File: config.mk
export PLATFORM = sky130hd
export DESIGN_NAME = uart_rx_buffered_flat
export DESIGN_NICKNAME = d
export VERILOG_FILES = /design/src/rtl/uart_rx_buffered_if.sv /design/src/rtl/uart_rx_buffered.sv /design/src/flat_wrapper.sv
export SDC_FILE = /design/constraint.sdc
export NUM_CORES = 1
export LEC_CHECK = 0
export BUFFER_PORTS_ARGS = -buffer_cell sky130_fd_sc_hd__buf_2
export CORE_ASPECT_RATIO = 1.75
export CORE_MARGIN = 2
export CORE_UTILIZATION = 65
export CTS_CLUSTER_SIZE = 10
export DETAILED_ROUTE_END_ITERATION = 6
export HOLD_SLACK_MARGIN = 0.12
export PLACE_DENSITY_LB_ADDON = 0.2
export SLEW_MARGIN = 20
export SYNTH_ARGS = -nofsm -noshare
export SYNTH_HDL_FRONTEND = slang
export SYNTH_SLANG_ARGS = --single-unit
File: constraint.sdc
create_clock -name clk -period 5.4 [get_ports clk]
set_input_delay 0 -clock clk [delete_from_list [all_inputs] [get_ports clk]]
set_output_delay 0 -clock clk [all_outputs]
set_load 0.01 [all_outputs]
File: src/rtl/uart_rx_buffered_if.sv
// rtl/uart_rx_buffered_if.sv - pull-handshake bundle between the UART receive FIFO and its consumer
interface uart_rx_buffered_if;
    logic       req_data;
    logic [7:0] data_out;
    logic       pending_data;
    logic       parity_error;
    logic       frame_error;
    logic       overrun;

    modport master (
        input  req_data,
        output data_out,
        output pending_data,
        output parity_error,
        output frame_error,
        output overrun
    );

    modport slave (
        output req_data,
        input  data_out,
        input  pending_data,
        input  parity_error,
        input  frame_error,
        input  overrun
    );
endinterface

File: src/rtl/uart_rx_buffered.sv
// rtl/uart_rx_buffered.sv - UART receiver with parity/stop checking and a small pull-style receive FIFO
module uart_rx_buffered #(
    parameter int CLK_FREQ   = 50_000_000,
    parameter int BAUD       = 115200,
    parameter int PARITY_EN  = 1,
    parameter int PARITY_ODD = 0,
    parameter int FIFO_DEPTH = 4
) (
    input  logic               clk,
    input  logic               rst,
    input  logic               rx,
    uart_rx_buffered_if.master bus
);
    localparam int CLKS_PER_BIT = CLK_FREQ / BAUD;
    localparam int CNT_W        = $clog2(CLKS_PER_BIT);
    localparam int PTR_W        = $clog2(FIFO_DEPTH);
    localparam int LVL_W        = PTR_W + 1;

    localparam logic [CNT_W-1:0] BIT_LAST  = CNT_W'(CLKS_PER_BIT - 1);
    localparam logic [CNT_W-1:0] HALF_LAST = CNT_W'(CLKS_PER_BIT / 2 - 1);
    localparam logic [LVL_W-1:0] FULL_LVL  = LVL_W'(FIFO_DEPTH);
    localparam logic             ODD       = (PARITY_ODD != 0);

    typedef enum logic [2:0] {
        S_IDLE,
        S_START,
        S_DATA,
        S_PARITY,
        S_STOP
    } state_t;

    logic             rx_meta;
    logic             rxs;
    state_t           state;
    logic [CNT_W-1:0] cnt;
    logic [2:0]       bit_idx;
    logic [7:0]       shift;
    logic             perr;
    logic             armed;

    logic [9:0]       mem [FIFO_DEPTH];
    logic [PTR_W-1:0] wr_ptr;
    logic [PTR_W-1:0] rd_ptr;
    logic [LVL_W-1:0] level;
    logic             overrun_r;

    logic             sample;
    logic             push;
    logic             pop;
    logic             full;
    logic             accept;

    always_ff @(posedge clk or posedge rst) begin
        if (rst) begin
            rx_meta <= 1'b1;
            rxs     <= 1'b1;
        end else begin
            rx_meta <= rx;
            rxs     <= rx_meta;
        end
    end

    // START waits half a bit so every later sample lands mid-bit
    assign sample = (cnt == ((state == S_START) ? HALF_LAST : BIT_LAST));
    assign push   = (state == S_STOP) && sample;
    assign pop    = bus.req_data && (level != '0);
    assign full   = (level == FULL_LVL);
    assign accept = push && (!full || pop);

    always_ff @(posedge clk or posedge rst) begin
        if (rst) begin
            state   <= S_IDLE;
            cnt     <= '0;
            bit_idx <= '0;
            shift   <= '0;
            perr    <= 1'b0;
            armed   <= 1'b0;
        end else begin
            case (state)
                S_IDLE: begin
                    cnt <= '0;
                    if (rxs) begin
                        armed <= 1'b1;
                    end else if (armed) begin
                        state <= S_START;
                    end
                end
                S_START: begin
                    if (sample) begin
                        cnt <= '0;
                        if (rxs) begin
                            state <= S_IDLE;
                        end else begin
                            state   <= S_DATA;
                            bit_idx <= '0;
                            perr    <= 1'b0;
                        end
                    end else begin
                        cnt <= cnt + CNT_W'(1);
                    end
                end
                S_DATA: begin
                    if (sample) begin
                        cnt   <= '0;
                        shift <= {rxs, shift[7:1]};
                        if (bit_idx == 3'd7) begin
                            state <= (PARITY_EN != 0) ? S_PARITY : S_STOP;
                        end else begin
                            bit_idx <= bit_idx + 3'd1;
                        end
                    end else begin
                        cnt <= cnt + CNT_W'(1);
                    end
                end
                S_PARITY: begin
                    if (sample) begin
                        cnt   <= '0;
                        perr  <= ((^shift) ^ rxs) != ODD;
                        state <= S_STOP;
                    end else begin
                        cnt <= cnt + CNT_W'(1);
                    end
                end
                S_STOP: begin
                    if (sample) begin
                        cnt   <= '0;
                        // a low stop bit leaves the line unarmed so it cannot retrigger
                        armed <= rxs;
                        state <= S_IDLE;
                    end else begin
                        cnt <= cnt + CNT_W'(1);
                    end
                end
                default: begin
                    state <= S_IDLE;
                    cnt   <= '0;
                end
            endcase
        end
    end

    // when full, a simultaneous pop frees the slot the write lands in
    always_ff @(posedge clk or posedge rst) begin
        if (rst) begin
            wr_ptr    <= '0;
            rd_ptr    <= '0;
            level     <= '0;
            overrun_r <= 1'b0;
            for (int i = 0; i < FIFO_DEPTH; i++) begin
                mem[i] <= '0;
            end
        end else begin
            overrun_r <= push && full && !pop;
            if (accept) begin
                mem[wr_ptr] <= {~rxs, perr, shift};
                wr_ptr      <= wr_ptr + PTR_W'(1);
            end
            if (pop) begin
                rd_ptr <= rd_ptr + PTR_W'(1);
            end
            case ({accept, pop})
                2'b10:   level <= level + LVL_W'(1);
                2'b01:   level <= level - LVL_W'(1);
                default: level <= level;
            endcase
        end
    end

    assign bus.data_out     = mem[rd_ptr][7:0];
    assign bus.parity_error = mem[rd_ptr][8];
    assign bus.frame_error  = mem[rd_ptr][9];
    assign bus.pending_data = (level != '0);
    assign bus.overrun      = overrun_r;
endmodule
File: src/flat_wrapper.sv
// flat-port wrapper written by rule: the top's interface ports become plain ports
module uart_rx_buffered_flat 
#(
    parameter int CLK_FREQ   = 50_000_000,
    parameter int BAUD       = 115200,
    parameter int PARITY_EN  = 1,
    parameter int PARITY_ODD = 0,
    parameter int FIFO_DEPTH = 4
)
  (clk, rst, rx, bus_req_data, bus_data_out, bus_pending_data, bus_parity_error, bus_frame_error, bus_overrun);
  uart_rx_buffered_if bus_i ();
  input  logic clk;
  input  logic rst;
  input  logic rx;
  input wire logic [$bits(bus_i.req_data)-1:0] bus_req_data;
  output wire logic [$bits(bus_i.data_out)-1:0] bus_data_out;
  output wire logic [$bits(bus_i.pending_data)-1:0] bus_pending_data;
  output wire logic [$bits(bus_i.parity_error)-1:0] bus_parity_error;
  output wire logic [$bits(bus_i.frame_error)-1:0] bus_frame_error;
  output wire logic [$bits(bus_i.overrun)-1:0] bus_overrun;
  assign bus_i.req_data = bus_req_data;
  assign bus_data_out = bus_i.data_out;
  assign bus_pending_data = bus_i.pending_data;
  assign bus_parity_error = bus_i.parity_error;
  assign bus_frame_error = bus_i.frame_error;
  assign bus_overrun = bus_i.overrun;
  uart_rx_buffered #(.CLK_FREQ(CLK_FREQ), .BAUD(BAUD), .PARITY_EN(PARITY_EN), .PARITY_ODD(PARITY_ODD), .FIFO_DEPTH(FIFO_DEPTH)) u_core (.clk(clk), .rst(rst), .rx(rx), .bus(bus_i));
endmodule
# --- Yosys cells after proc, flatten, opt, wreduce, memory -nomap -nowiden ---
# Cells that the tools add are included.
op_classes:
  div: 0
  n_bitwise: 4
  shift: 0
  mux: 31
  multipliers: 0
  n_reduce_logical: 22
  add_sub_neg: 6
  magnitude_cmp: 3
  eq_ne: 19
op_table:
  columns: ["cell", "count"]
  rows:
  - ["40-bit bitwise mux", 1]
  - ["3-bit 2-to-1 mux", 11]
  - ["10-bit 2-to-1 mux", 3]
  - ["9-bit 2-to-1 mux", 3]
  - ["10-bit binary-select mux with 2-bit select", 1]
  - ["10-bit demux with 2-bit select", 1]
  - ["3-bit one-hot mux with 5 select lines", 1]
  - ["2-bit by 1-bit != test with 1-bit output, second input constant", 7]
  - ["3-bit one-hot mux with 2 select lines", 2]
  - ["9-bit by 1-bit adder with 9-bit output, second input constant", 1]
  - ["3-bit equality test, second input constant", 3]
  - ["9-bit equality test", 1]
  - ["2-bit nonzero test", 4]
  - ["8-bit XOR reduction", 1]
  - ["7-bit AND reduction", 1]
  - ["3-bit by 1-bit adder with 3-bit output, second input constant", 2]
  - ["3-bit by 2-bit equality test with 1-bit output, second input constant", 2]
  - ["3-bit greater-or-equal comparator, second input constant", 2]
  - ["1-bit logical AND", 6]
  - ["2-bit != test, second input constant", 3]
  - ["2-bit NOT with 3-bit output", 2]
  - ["1-bit 2-to-1 mux", 5]
  - ["5-bit AND reduction", 1]
  - ["2-bit by 1-bit adder with 2-bit output, second input constant", 2]
  - ["other kinds (17)", 19]
word_totals:
  wordCells: 101
  n_memories: 0
  mem_bits_rw: 0
  reg_bits: 75
  in_bits: 4
  latchBits: 0
  romBits: 0
  out_inout_bits: 12

# --- Longest topological paths before layout ---
depth:
  depth_word: 7
  mapped_depth: 11
  depth_no_buf: 10

# --- Worst setup path before layout ---
# No wires, ideal clock.
synth_timing:
  path_kind: "register to register"
  startpoint: "register u_core.cnt[3]"
  endpoint: "register u_core.level[2]"
  period_less_slack_ps: 2139
  t_required_ps: 5275
  path_stages_with_launch: 11
  slack_ps: 3261
  path_buffers: 0
  arrival_ps: 2014
  setup_ps: 125
  path_cell_list: "dfrtp_1 -> and4bb_2 -> nand3_1 -> nor3_1 -> inv_1 -> ha_1 -> inv_1 -> fa_1 -> xor2_1 -> nor2_1 -> xor2_1"
synth_via:
  elab_chain_len: 5
  elab_cells_between_ends: 7
  cone_classes: "eq/ne: 3; mux: 1; reduce/logical: 3"
synth_lines:
  columns: ["element", "line_no", "text"]
  rows:
  - ["start: declaration", "uart_rx_buffered.sv:35", "logic [CNT_W-1:0] cnt;"]
  - ["start signal: assignment", "uart_rx_buffered.sv:99", "cnt <= cnt + CNT_W'(1);"]
  - ["start signal: assignment", "uart_rx_buffered.sv:112", "cnt <= cnt + CNT_W'(1);"]
  - ["start signal: assignment", "uart_rx_buffered.sv:121", "cnt <= cnt + CNT_W'(1);"]
  - ["9-bit equality test (*)", "uart_rx_buffered.sv:64", "assign sample = (cnt == ((state == S_START) ? HALF_LAST : BIT_LAST));"]
  - ["1-bit logical AND (*)", "uart_rx_buffered.sv:65", "assign push = (state == S_STOP) && sample;"]
  - ["1-bit logical AND (*)", "uart_rx_buffered.sv:68", "assign accept = push && (!full || pop);"]
  - ["2-bit by 1-bit equality test with 1-bit output or 2-bit equality test (tied branches)", "uart_rx_buffered.sv:161", "case ({accept, pop})"]
  - ["3-bit one-hot mux with 2 select lines or 2-bit nonzero test (tied branches)", null, null]
  - ["end signal: assignment", "uart_rx_buffered.sv:162", "2'b10: level <= level + LVL_W'(1);"]
  - ["end signal: assignment", "uart_rx_buffered.sv:163", "2'b01: level <= level - LVL_W'(1);"]
  - ["end signal: assignment", "uart_rx_buffered.sv:164", "default: level <= level;"]
  - ["end: declaration", "uart_rx_buffered.sv:44", "logic [LVL_W-1:0] level;"]
# Every way passes the cells marked *; elsewhere a longest branch is shown, timed or not.
# A chain may end at the register's enable or synchronous reset.

# --- Final worst setup path ---
layout_timing:
  startpoint: "register u_core.level[0]"
  endpoint: "register u_core.level[2]"
layout_via:
  elab_chain_len: 6
  elab_cells_between_ends: 12
  cone_classes: "add/sub: 2; eq/ne: 3; mux: 1; reduce/logical: 6"
layout_lines:
  columns: ["element", "line_no"]
  rows:
  - ["3-bit equality test or 3-bit nonzero test (tied branches)", "uart_rx_buffered.sv:67, uart_rx_buffered.sv:66"]
  - ["1-bit zero test or 1-bit logical AND (tied branches)", "uart_rx_buffered.sv:68, uart_rx_buffered.sv:66"]
  - ["1-bit logical OR", "uart_rx_buffered.sv:68"]
  - ["1-bit logical AND", "uart_rx_buffered.sv:68"]
  - ["2-bit by 1-bit equality test with 1-bit output or 2-bit equality test (tied branches)", "uart_rx_buffered.sv:161"]
  - ["3-bit one-hot mux with 2 select lines or 2-bit nonzero test (tied branches)", null]
# Parallel ways exist; a longest one is shown, timed or not.

==> reports/results.ini <==
[timing]
tns_ns=0
hold_violations=0
fin_skew_ns=0.0103
finalSetupViolations=0
fin_crit_sh_pct=45.0
rsz0062_at_grt=no
tightestPinTransition_ns=0.912
drv_slew=0
clock.fmax_ghz=0.411
min_period_ns=2.43
maxSlewHeadroom_pct=39.2

[drt]
wl_per_cell_um=17.9
drt-total-wl_um=6210
drc_errors=0
drtIter0Drc=99
ant_nets=0
firstDrtPassIters=4
via_per_inst=6.00
vias=2077

[clock_tree]
numCtsBuffers=9
cts_buffer_depth=2
h-tree-depth=3
cts_sinks=75
clockRootBuffer=clkbuf_8
clock_latency_ns=0.36
cts_tree=built
clk_pin_slew_worst_paths_ns=0.08
cts_resized=0

[synth]
ys_seq_area_share_pct=53.2
synthAdderAreaFrac_pct=3.40
syn_avg_cell_area_um2=13.1
yosysWarnings=0
ys_seq_elements=75
synth_area_um2=3530
synth_mux_area_share_pct=22.0
synth_top_family_by_area=multiplexers
synth_compound_area_share_pct=3.47
synth_nets=282
post_synth_and_or_nand_nor_area_fraction_pct=10.0
synth_cells=269
synth_xor_area_share_pct=5.35
synth_cell_types=42

[grt]
grt_overflow=0
grt_usage_pct=24.2
grt_pass1_wl_um=10600
grt_pass1_vias=2281
antenna_found_initial=0
grt_start_max_net_pins=76

[final_layout]
diodes=0
nNetsFinal=299
fin_area_um2=3910
post-route-util_pct=74.3
drive_gt1_share_pct=17.2
areaGrowthSynthToFinish_pct=10.6

[outcome]
status=finished clean

[worst_setup_path]
cp_num_buf_inv=2
required_ns=5.68
endpoint_kind=register
path_max_fanout=4
crit_slowest_cell=nor4b_1
r2r_slack_ns=2.97
criticalPathCategory=register to register
worstPathCellList=nor4b_1 -> nor3_1 -> inv_1 -> ha_1 -> inv_1 -> fa_1 -> xor2_1 -> nor2_1 -> xor2_1
rr_worst_depth=9
start_kind=register
worst_ep_arrival_time_ns=2.71
crit_path_max_incr_delay_ns=0.60
crit_family=simple AND/OR/NAND/NOR gates
r2r-start=u_core.level[0]$_DFFE_PP0P_
worstReg2RegEnd=u_core.level[2]$_DFFE_PP0P_

[power]
power_uw=1370
power_leakage_uw=0.00192
irDropWorstVdd_mv=0.271
p_per_area_nw_per_um2=350

[worst_hold_path]
hp-start=rx
whs_path_depth=2
min_to=u_core.rx_meta$_DFF_PP1_
hold_path_class=primary input to register

[floorplan]
initial_core_util_pct=67.2
fp.dieArea_um2=6060
dieHeight_um=102
core_area_um2=5260
boundaryPins=16
row_count=35
die_x_um=59.7

[placed_design]
numPortBuffers=15
place.gp.congestion=0.868
hpwl_um=4260
place_area_um2=3630

[job]
max-cap-violations=0

-- routing by layer --
layer | global-route usage [%] | wire (µm) | vias up
li1 | - | - | 986
met1 | 26.9 | 2460 | 1049
met2 | 41.4 | 3400 | 27
met3 | 6.00 | 169 | 15
met4 | 13.0 | 180 | 0
met5 | 0 | 0 | -
-- synthesized netlist by cell type, drive strengths merged --
cell     count  share of area [%]
fa           1               0.57
o41ai        1               0.25
a41oi        1               0.25
nand2b       3               0.53
nor2        15                1.6
xnor2       13                3.2
nand4bb      1               0.32
mux2        46                 15
ha           8                2.8
xnor3        1               0.64
dfstp        2                1.5
buf          6               0.81
mux2i        3               0.85
nand2       13                1.5
inv          9               0.96
xor2         6                1.5
o21ai        9                1.3
and2         1               0.18
nor3         2               0.28
a22o         2               0.50
and3         5               0.89
nor3b        2               0.43
and4bb       2               0.71
and2b        1               0.21
nor4b        1               0.25
mux4        10                6.4
or4          1               0.32
a21oi        5                1.0
dfrtp       73                 52
a31oi        1               0.18
or3          4               0.71
clkbuf       7               0.74
nor2b        1               0.18
or3b         1               0.25
nand3       11                1.6
nand4        1               0.18
-- how the worst max path moves through the flow --
stage | start | end | slack (ns) | cells past startpoint
2_1_floorplan | u_core.cnt[3]$_DFF_PP0_ | u_core.level[2]$_DFFE_PP0P_ | 3.26 | 10
3_3_place_gp | u_core.level[0]$_DFFE_PP0P_ | u_core.level[2]$_DFFE_PP0P_ | 3.08 | 9
3_5_place_dp | u_core.level[0]$_DFFE_PP0P_ | u_core.level[2]$_DFFE_PP0P_ | 2.93 | 9
4_1_cts | u_core.level[0]$_DFFE_PP0P_ | u_core.level[2]$_DFFE_PP0P_ | 2.92 | 9
5_1_grt | u_core.level[0]$_DFFE_PP0P_ | u_core.level[2]$_DFFE_PP0P_ | 2.79 | 9
6_report | u_core.level[0]$_DFFE_PP0P_ | u_core.level[2]$_DFFE_PP0P_ | 2.97 | 9
-- worst reg2reg max path: cells and delay by family (launching register included) --
family	cells	cell delay, ns
buffers and inverters	2	0.16
flip-flops	1	0.42
adder cells (fa/ha/maj)	2	0.57
AND/OR/NAND/NOR	3	0.91
XOR/XNOR	2	0.30
-- per-stage QoR --
stage,hold slack (ns),std cells,setup WS [ns]
3_3_place_gp,0.105,327,3.08
2_1_floorplan,0.00448,269,3.26
6_report,0.289,346,2.97
3_5_place_dp,0.106,327,2.93
5_1_grt,0.285,346,2.79
4_1_cts,0.277,346,2.92
-- layout by cell type, fill, tap and decap left out, drive strengths merged, types with 2 or more instances in the layout --
cell / count
nor2: 15
inv: 11
clkbuf: 9
o21ai: 9
bufinv: 3
buf: 16
xor2: 6
dfrtp: 73
nand2b: 3
dlygate4sd3: 3
dfstp: 2
nor3: 2
nand2: 13
or3: 4
mux2: 46
xnor2: 13
nand3: 11
a22o: 2
mux2i: 3
a21oi: 5
ha: 8
mux4: 10
and4bb: 2
and3: 5
nor3b: 2
-- flip-flops by register name, indices dropped and copies added, names as in the netlist, 2 cells and up --
signal          cells
u_core.cnt          9
u_core.bit_idx      3
u_core.wr_ptr       2
u_core.shift        8
u_core.mem         40
u_core.rd_ptr       2
u_core.level        3
u_core.state        3
-- what timing repair did --
item / 4_1_cts / 5_1_grt
hold buffers: 3 / 0
endpoints found under the hold margin: 76 / 0
setup buffers: 0 / 0
-- report_power, final --
| part | switching, µW | internal [µW] | total (µW) |
|---|---|---|---|
| clock network | 219 | 311 | 529 |
| logic | 73.9 | 86.6 | 160 |
| registers | 84.8 | 594 | 678 |
-- cell type report --
type	count	area (µm²)
fill	345	1350
multi-input combinational	172	1560
tap	55	68.8
timing repair buffer	19	113
inverter	9	33.8
clock inverter	7	124
sequential	75	1880
clock buffer	9	124
-- logic make-up (layout without fill, tap and decap cells) --
logic type	after synthesis	in the layout
flops	75	75
simple gates	65	65
mux	59	59
buf+inv	22	44
xor+xnor	20	20
compound gates	19	19
fa+ha+maj	9	9
No activity file was read; power rests on OpenSTA's default activity.
